$ cat config.mk
export PLATFORM = sky130hd
export DESIGN_NAME = blinky_monitor
export DESIGN_NICKNAME = d
export VERILOG_FILES = /design/src/rtl/blinky_pkg.sv /design/src/rtl/sync_edge_detect.sv /design/src/rtl/blinky_monitor.sv
export SDC_FILE = /design/constraint.sdc
export NUM_CORES = 1
export LEC_CHECK = 0
export CORE_ASPECT_RATIO = 1.5
export CORE_MARGIN = 3
export CORE_UTILIZATION = 55
export CTS_BUF_LIST = sky130_fd_sc_hd__clkbuf_2 sky130_fd_sc_hd__clkbuf_4 sky130_fd_sc_hd__clkbuf_8
export CTS_CLUSTER_DIAMETER = 80
export DETAILED_ROUTE_END_ITERATION = 6
export PLACE_DENSITY_LB_ADDON = 0.25
export SLEW_MARGIN = 20
export SYNTH_ARGS = -nofsm -noshare
export SYNTH_HDL_FRONTEND = slang
export SYNTH_HIERARCHICAL = 1
export SYNTH_SLANG_ARGS = --single-unit
$ cat constraint.sdc
create_clock -name clk_i -period 3.6 [get_ports clk_i]
set_input_delay 0.36 -clock clk_i [delete_from_list [all_inputs] [get_ports clk_i]]
set_output_delay 0.36 -clock clk_i [all_outputs]
set_load 0.01 [all_outputs]
$ cat src/rtl/blinky_pkg.sv
// Shared types for the blinky LED monitor and its helpers.
package blinky_pkg;
   typedef enum logic [1:0] {
      IDLE = 2'd0,
      ARM  = 2'd1,
      HIGH = 2'd2,
      LOW  = 2'd3
   } monitor_state_e;

   localparam int ToggleWidth = 16;
endpackage

$ cat src/rtl/sync_edge_detect.sv
// Multi-flop synchroniser for an asynchronous level, with rise/fall strobes
// derived from the synchronised level and its one-cycle-delayed copy.
module sync_edge_detect #(
   parameter int SyncStages = 2
) (
   input  logic clk_i,
   input  logic rst_i,
   input  logic d_i,
   output logic level_o,
   output logic rise_o,
   output logic fall_o
);
   logic [SyncStages-1:0] r_sync;
   logic                  r_level_q;

   // Synchroniser chain plus previous-level register for edge detection
   always_ff @(posedge clk_i) begin
      if (rst_i) begin
         r_sync    <= '0;
         r_level_q <= 1'b0;
      end else begin
         r_sync    <= {r_sync[SyncStages-2:0], d_i};
         r_level_q <= r_sync[SyncStages-1];
      end
   end

   assign level_o = r_sync[SyncStages-1];
   assign rise_o  = r_sync[SyncStages-1] & ~r_level_q;
   assign fall_o  = ~r_sync[SyncStages-1] & r_level_q;
endmodule

$ cat src/rtl/blinky_monitor.sv
// Measures high/low phase lengths of the blinky LED, counts toggles and flags
// out-of-window phases and a stuck LED.
module blinky_monitor import blinky_pkg::*; #(
   parameter int CountWidth   = 32,
   parameter int ExpectedHalf = 10,
   parameter int Tolerance    = 1,
   parameter int StuckLimit   = 50,
   parameter int SyncStages   = 2
) (
   input  logic                   clk_i,
   input  logic                   rst_i,
   input  logic                   led_i,
   input  logic                   enable_i,
   input  logic                   clear_i,
   output logic [CountWidth-1:0]  on_cycles_o,
   output logic [CountWidth-1:0]  off_cycles_o,
   output logic                   period_valid_o,
   output logic [ToggleWidth-1:0] toggle_count_o,
   output logic                   period_err_o,
   output logic                   stuck_o
);
   // Window bounds widened by one bit so a small ExpectedHalf cannot underflow
   localparam bit                LoCheck = (ExpectedHalf - Tolerance) > 0;
   localparam logic [CountWidth:0] LoBound =
      LoCheck ? (CountWidth+1)'(ExpectedHalf - Tolerance) : '0;
   localparam logic [CountWidth:0] HiBound = (CountWidth+1)'(ExpectedHalf + Tolerance);

   logic w_level, w_rise, w_fall, w_edge;
   monitor_state_e r_state, w_state_nxt;
   logic [CountWidth-1:0]  r_cnt, w_cnt_nxt;
   logic [CountWidth-1:0]  r_on, r_off;
   logic [ToggleWidth-1:0] r_toggle;
   logic r_valid, r_err, r_stuck, r_measured;
   logic w_in_phase, w_high_done, w_low_done, w_out_of_window, w_new_err;

   sync_edge_detect #(.SyncStages(SyncStages)) u_sync (
      .clk_i   (clk_i),
      .rst_i   (rst_i),
      .d_i     (led_i),
      .level_o (w_level),
      .rise_o  (w_rise),
      .fall_o  (w_fall)
   );

   assign w_edge      = w_rise | w_fall;
   assign w_in_phase  = (r_state == HIGH) || (r_state == LOW);
   assign w_high_done = enable_i && (r_state == HIGH) && w_fall;
   assign w_low_done  = enable_i && (r_state == LOW) && w_rise;
   assign w_out_of_window = (LoCheck && ({1'b0, r_cnt} < LoBound)) || ({1'b0, r_cnt} > HiBound);
   assign w_new_err   = (w_high_done || w_low_done) && w_out_of_window;

   // State register
   always_ff @(posedge clk_i) begin
      if (rst_i) begin
         r_state <= IDLE;
      end else begin
         r_state <= w_state_nxt;
      end
   end

   // Next-state logic; dropping enable always returns to IDLE
   always_comb begin
      w_state_nxt = r_state;
      if (!enable_i) begin
         w_state_nxt = IDLE;
      end else begin
         case (r_state)
            IDLE:    w_state_nxt = ARM;
            ARM:     if (w_edge) w_state_nxt = w_level ? HIGH : LOW;
                     else        w_state_nxt = ARM;
            HIGH:    if (w_fall) w_state_nxt = LOW;
                     else        w_state_nxt = HIGH;
            LOW:     if (w_rise) w_state_nxt = HIGH;
                     else        w_state_nxt = LOW;
            default: w_state_nxt = IDLE;
         endcase
      end
   end

   // Phase counter: restarts at 1 on each edge, saturates instead of wrapping
   always_comb begin
      w_cnt_nxt = r_cnt;
      if (!enable_i || (r_state == IDLE)) begin
         w_cnt_nxt = '0;
      end else if (w_edge) begin
         w_cnt_nxt = CountWidth'(1);
      end else if (r_cnt == {CountWidth{1'b1}}) begin
         w_cnt_nxt = r_cnt;
      end else begin
         w_cnt_nxt = r_cnt + CountWidth'(1);
      end
   end

   // Measurement, toggle, error and stuck registers
   always_ff @(posedge clk_i) begin
      if (rst_i) begin
         r_cnt      <= '0;
         r_on       <= '0;
         r_off      <= '0;
         r_toggle   <= '0;
         r_valid    <= 1'b0;
         r_err      <= 1'b0;
         r_stuck    <= 1'b0;
         r_measured <= 1'b0;
      end else begin
         r_cnt   <= w_cnt_nxt;
         r_valid <= 1'b0;
         if (!enable_i || (r_state == IDLE)) begin
            r_measured <= 1'b0;
         end else if (w_high_done) begin
            r_on       <= r_cnt;
            r_measured <= 1'b1;
         end else if (w_low_done) begin
            r_off   <= r_cnt;
            r_valid <= r_measured;
         end
         if (enable_i && w_edge && (r_state != IDLE)) begin
            r_toggle <= r_toggle + ToggleWidth'(1);
         end
         if (w_new_err) begin
            r_err <= 1'b1;
         end else if (clear_i) begin
            r_err <= 1'b0;
         end
         if (!enable_i) begin
            r_stuck <= 1'b0;
         end else if (w_in_phase && w_edge) begin
            r_stuck <= 1'b0;
         end else if (w_in_phase && (w_cnt_nxt >= CountWidth'(StuckLimit))) begin
            r_stuck <= 1'b1;
         end
      end
   end

   assign on_cycles_o    = r_on;
   assign off_cycles_o   = r_off;
   assign period_valid_o = r_valid;
   assign toggle_count_o = r_toggle;
   assign period_err_o   = r_err;
   assign stuck_o        = r_stuck;
endmodule
# Word level (Yosys, flattened, before mapping)
# Index checks and enable logic that the tools add are counted.
[totals]
word_cells = 62
out_inout_bits = 83
in_bits = 5
reg_bits = 121
[classes]
n_addsub = 2
n_eq_ne = 4
n_lt_le_gt_ge = 3
mux = 10
n_bitwise = 9
n_reduce_logical = 23
[op_table]
columns = ["operator", "count"]
rows = [
  ["32-bit 2-to-1 mux", 3],
  ["32-bit by 1-bit adder with 32-bit output, second input constant", 1],
  ["32-bit == test, second input constant", 1],
  ["32-bit by 6-bit greater-or-equal comparator with 1-bit output, second input constant", 1],
  ["32-bit by 4-bit > comparator with 1-bit output, second input constant", 1],
  ["32-bit by 4-bit < comparator with 1-bit output, second input constant", 1],
  ["16-bit by 1-bit adder with 16-bit output, second input constant", 1],
  ["1-bit logical AND", 9],
  ["2-bit case mux with 4 select lines", 1],
  ["1-bit inverter", 6],
  ["1-bit 2-to-1 mux", 5],
  ["2-bit == test, second input constant", 2],
  ["1-bit logical OR", 4],
  ["2-bit nonzero test", 2],
  ["2-bit OR reduction", 2],
  ["4-bit OR reduction", 1],
  ["3-bit AND reduction", 1],
  ["3-bit OR reduction", 1],
  ["1-bit AND", 2],
  ["2-bit by 1-bit == test with 1-bit output, second input constant", 1],
  ["2-bit logical NOT", 1],
  ["2-bit 2-to-1 mux", 1],
  ["2-bit AND reduction", 1],
  ["1-bit logical NOT", 1],
  ["1-bit bitwise OR", 1],
]

# Longest topological paths before layout
[depth]
word_depth = 7
mapped_depth = 10
mapped_depth_nobuf = 9

# Modules after synthesis
# The synthesis kept the hierarchy.
[modules_own_cells]
columns = ["mod", "cells_each", "seq_area_each_um2", "area_per_inst_um2", "n_inst"]
rows = [
  ["blinky_monitor", 652, 2362.3, 5226.3, 1],
  ["sync_edge_detect", 8, 60.1, 91.3, 1],
]

# Worst setup path after synthesis
# Ideal clock, no wire load.
[synth_path]
path_kind = "reg2reg"
from = "reg r_cnt[0]"
to = "reg r_stuck, in the netlist stuck_o"
stages_incl_launch_ff = 11
period_less_slack_ps = 2639
arrival_ps = 2519
path_buffers = 1
setup_ps = 120
required_ps = 3480
slack_ps = 961
path_cell_list = "dfxtp_1 -> ha_1 -> nand4_1 -> or3_1 -> or3_1 -> buf_6 -> and4_4 -> xor2_2 -> nor4_2 -> a31oi_1 -> o31a_1"
[synth_via]
elab_chain_cells = 6
elab_cells_between_ends = 7
classes_between = "1 x add/sub; 1 x order compare; 1 x eq/ne; 3 x mux; 1 x reduce/logical"
[synth_lines]
columns = ["item", "line_no", "text"]
rows = [
  ["from (decl)", "blinky_monitor.sv:30", "logic [CountWidth-1:0] r_cnt, w_cnt_nxt;"],
  ["from (signal assigned)", "blinky_monitor.sv:106", "r_cnt <= w_cnt_nxt;"],
  ["32-bit by 1-bit adder with 32-bit output or 32-bit == test (tied branches)", "blinky_monitor.sv:90, blinky_monitor.sv:87", ""],
  ["32-bit 2-to-1 mux (*)", "blinky_monitor.sv:87", "end else if (r_cnt == {CountWidth{1'b1}}) begin"],
  ["32-bit 2-to-1 mux (*)", "blinky_monitor.sv:85", "end else if (w_edge) begin"],
  ["32-bit 2-to-1 mux (*)", "blinky_monitor.sv:83", "if (!enable_i || (r_state == IDLE)) begin"],
  ["32-bit by 6-bit greater-or-equal comparator with 1-bit output (*)", "blinky_monitor.sv:129", "end else if (w_in_phase && (w_cnt_nxt >= CountWidth'(StuckLimit))) begin"],
  ["1-bit logical AND (*)", "blinky_monitor.sv:129", ""],
  ["to (signal assigned)", "blinky_monitor.sv:126", "r_stuck <= 1'b0;"],
  ["to (signal assigned)", "blinky_monitor.sv:128", "r_stuck <= 1'b0;"],
  ["to (signal assigned)", "blinky_monitor.sv:130", "r_stuck <= 1'b1;"],
  ["to (decl)", "blinky_monitor.sv:33", "logic r_valid, r_err, r_stuck, r_measured;"],
]
# Every way passes the cells marked *; elsewhere a longest branch is shown, timed or not.
# A chain may end at the register's enable or synchronous reset.

# Worst setup path in the final report
[layout_path]
from = "reg r_cnt[1]"
to = "reg r_stuck, in the netlist stuck_o"
# The elaborated chain is that of the path after synthesis.

==> flow_summary.toml <==
[power_and_ir_drop]
p_int_mw = 1.98
p_seq_share_pct = 51.6
power_switching_uw = 624
p_per_area_nw_per_um2 = 395
switching_share_pct = 24.0
p_comb_share_pct = 1.5
ir_worst_vdd_v = 0.000408
clkPwrFrac_pct = 46.9
leakagePower_nw = 2.14

[clocking]
clk_latency_ps = 440
clock-root-buffer = "clkbuf_8"
cts_resized = 0
cts_max_path_buffers = 2
cts_tree = "done"
cts_hold_buf = 0
post_cts_buffers = 0
cts.sinks = 121
path_clk_slew_ps = 80
htree_levels = 4
cts_made_buffers = 17

[worst_setup_path]
crit_path_max_fanout = 8
path_class = "flip-flop to flip-flop"
endpoint_kind = "flip-flop"
crit_required_ps = 3930
crit_path_start_kind = "flip-flop"
cp.arrival_ps = 3350

[detailed_routing]
drtIter0Drc = 319
vias_per_cell = 5.79
ant_nets = 0
drcViolationCount = 0
wl_per_cell_um = 17.2
vias = 4937
dr.pass1.iters = 5
wirelength_mm = 14.7

[global_route]
grt_pass1_wl_mm = 23.9
grt_usage_pct = 28.0
grt_pass1_vias = 4783
grt_overflow_total = 0
antenna_found_initial = 0
grt_max_degree = 52

[floorplanning]
die_area_um2 = 10900
rows = 43
initial_core_util_pct = 56.8
die_w_um = 86.3
pin_count = 88
core_area_um2 = 9360
chipHeight_um = 126

[finish]
layout-drive-gt1-share_pct = 8.23
syn2layout_area_growth_pct = 23.9
final_cell_mix = "149 x nand2_1, 121 x dfxtp_1, 86 x clkdlybuf4s50_1, 75 x a21oi_1, 58 x nor2_1"
layout_commonest_cell = "nand2_1"
diodes = 0
final_net_count = 736

[sta]
rsz0062_at_grt = "no"
worst-slew-pin-transition_ps = 701
fmax_ghz = 0.331
hold_violations = 0
worst_slack_ps = 581
fin_crit_sh_pct = 83.9
clock_skew_ps = 9.77
slew_headroom_pct = 52.8
slew_violations = 0
min_period_ps = 3020
setup_viol = 0
setup_tns_ps = 0

[worst_hold_path]
hold_class = "primary input to flip-flop"

[yosys]
ys_ff_latch = 121
syn-instance-count = 660
synthDistinctLibCells = 53
syn_nets = 668
async_reset_ff_share_pct = 0
synth_ff_type = "dfxtp_1"
yosysSeqAreaShare_pct = 45.6
synth_edf_count = 0
ys_warn_count = 6
avgSynthCellArea_um2 = 8.06
synth_area_um2 = 5320

[flow_run]
drv_cap = 0

[place]
place_ws_ps = 625
place_congestion = 0.968
dp_hpwl_mm = 10.6
port-buffer-count = 87

[outcome]
status = "completed"
-- path summary, 6_finish.rpt --
kind | start | end | slack [ps] | depth (start not counted)
max | r_cnt[1]$_SDFF_PP0_ | stuck_o$_SDFFE_PP0P_ | 580 | 10
min | rst_i | toggle_count_o[1]$_SDFFE_PP0P_ | 440 | 3
max reg2reg | r_cnt[1]$_SDFF_PP0_ | stuck_o$_SDFFE_PP0P_ | 580 | 10
min reg2reg | u_sync/r_sync[0]$_SDFF_PP0_ | u_sync/r_sync[1]$_SDFF_PP0_ | 450 | 1
-- through the flow --
step | cells | hold WS, ps | util (%) | total power [mW] | cell area, µm²
after floorplan | 660 | 414 | - | 1.40 | 5320
after global placement | 821 | 427 | 66.1 | 1.41 | 6190
after global routing | 853 | 460 | 70.4 | 2.70 | 6590
final | 853 | 436 | 70.4 | 2.60 | 6590
after CTS | 853 | 434 | 70.4 | 2.62 | 6590
after detailed placement | 821 | 429 | 66.1 | 1.41 | 6190
-- critical path: stages, from the launching register on --
cell,delay [ps]
dfxtp_1,440
ha_1,300
nand4_1,240
or3_1,430
o31ai_1,340
buf_4,230
or3_1,150
mux2_2,180
nand4_1,120
o21a_1,220
o31a_1,260
-- power by group through the flow --
| stage | logic (mW) | registers [mW] | clock network (mW) |
|---|---|---|---|
| floorplan | 0.0263 | 1.37 | 0 |
| global route | 0.0438 | 1.34 | 1.31 |
| detailed placement | 0.0397 | 1.37 | 0 |
| finish | 0.0396 | 1.34 | 1.22 |
| global placement | 0.0386 | 1.37 | 0 |
| CTS | 0.0395 | 1.34 | 1.24 |
-- cells by family (layout without fill, tap and decap cells) --
group / Yosys count / count (layout) / share of synthesized area, %
AO/OA/AOI/OAI: 107 / 107 / 11.3
buffers and inverters: 56 / 137 / 4.78
XOR/XNOR: 38 / 38 / 6.40
adder cells (fa/ha/maj): 3 / 3 / 0.706
flip-flops: 121 / 121 / 45.6
AND/OR/NAND/NOR: 325 / 325 / 29.3
multiplexers: 10 / 10 / 1.93
-- cell usage after synthesis, types with 3 or more instances --
cell type,number,area share [%]
clkbuf_1,34,2.4
and3_1,10,1.2
nor3b_1,4,0.56
inv_1,4,0.28
and4_1,5,0.82
nand2b_1,3,0.35
dfxtp_1,121,46
a21oi_1,75,7.1
nand4_1,22,2.6
or3_1,13,1.5
nor2_1,58,4.1
nor3_1,13,1.2
buf_2,11,1.0
nand2_1,149,11
mux2i_1,8,1.5
xnor2_1,18,3.0
nor4_1,7,0.82
buf_4,6,0.85
nor2b_1,9,1.1
ha_1,3,0.71
nand3_1,15,1.4
xor2_1,19,3.1
o21ai_0,12,1.1
and2_1,3,0.35
-- per-layer routing --
layer	wire length, µm	global-route usage [%]	up-vias
met5	0	0	-
met4	675	14.7	0
met3	658	6.24	50
met2	7590	48.3	157
met1	5790	31.7	2337
li1	-	-	2393
-- cell type report --
class                           count  area [µm²]
Tap cell                          112         140
Multi-Input combinational cell    483        2640
Timing Repair Buffer              101         971
Sequential cell                   121        2420
Clock buffer                       17         234
Inverter                            4        15.0
Fill cell                         760        2770
Clock inverter                     15         165
-- sequential cells by signal, indices dropped and copies added (netlist names) --
name	flops
u_sync/r_sync	2
on_cycles_o	32
toggle_count_o	16
stuck_o	1
off_cycles_o	32
r_measured	1
r_state	2
period_valid_o	1
period_err_o	1
r_cnt	32
u_sync/r_level_q	1
No activity file was read; power rests on OpenSTA's default activity.
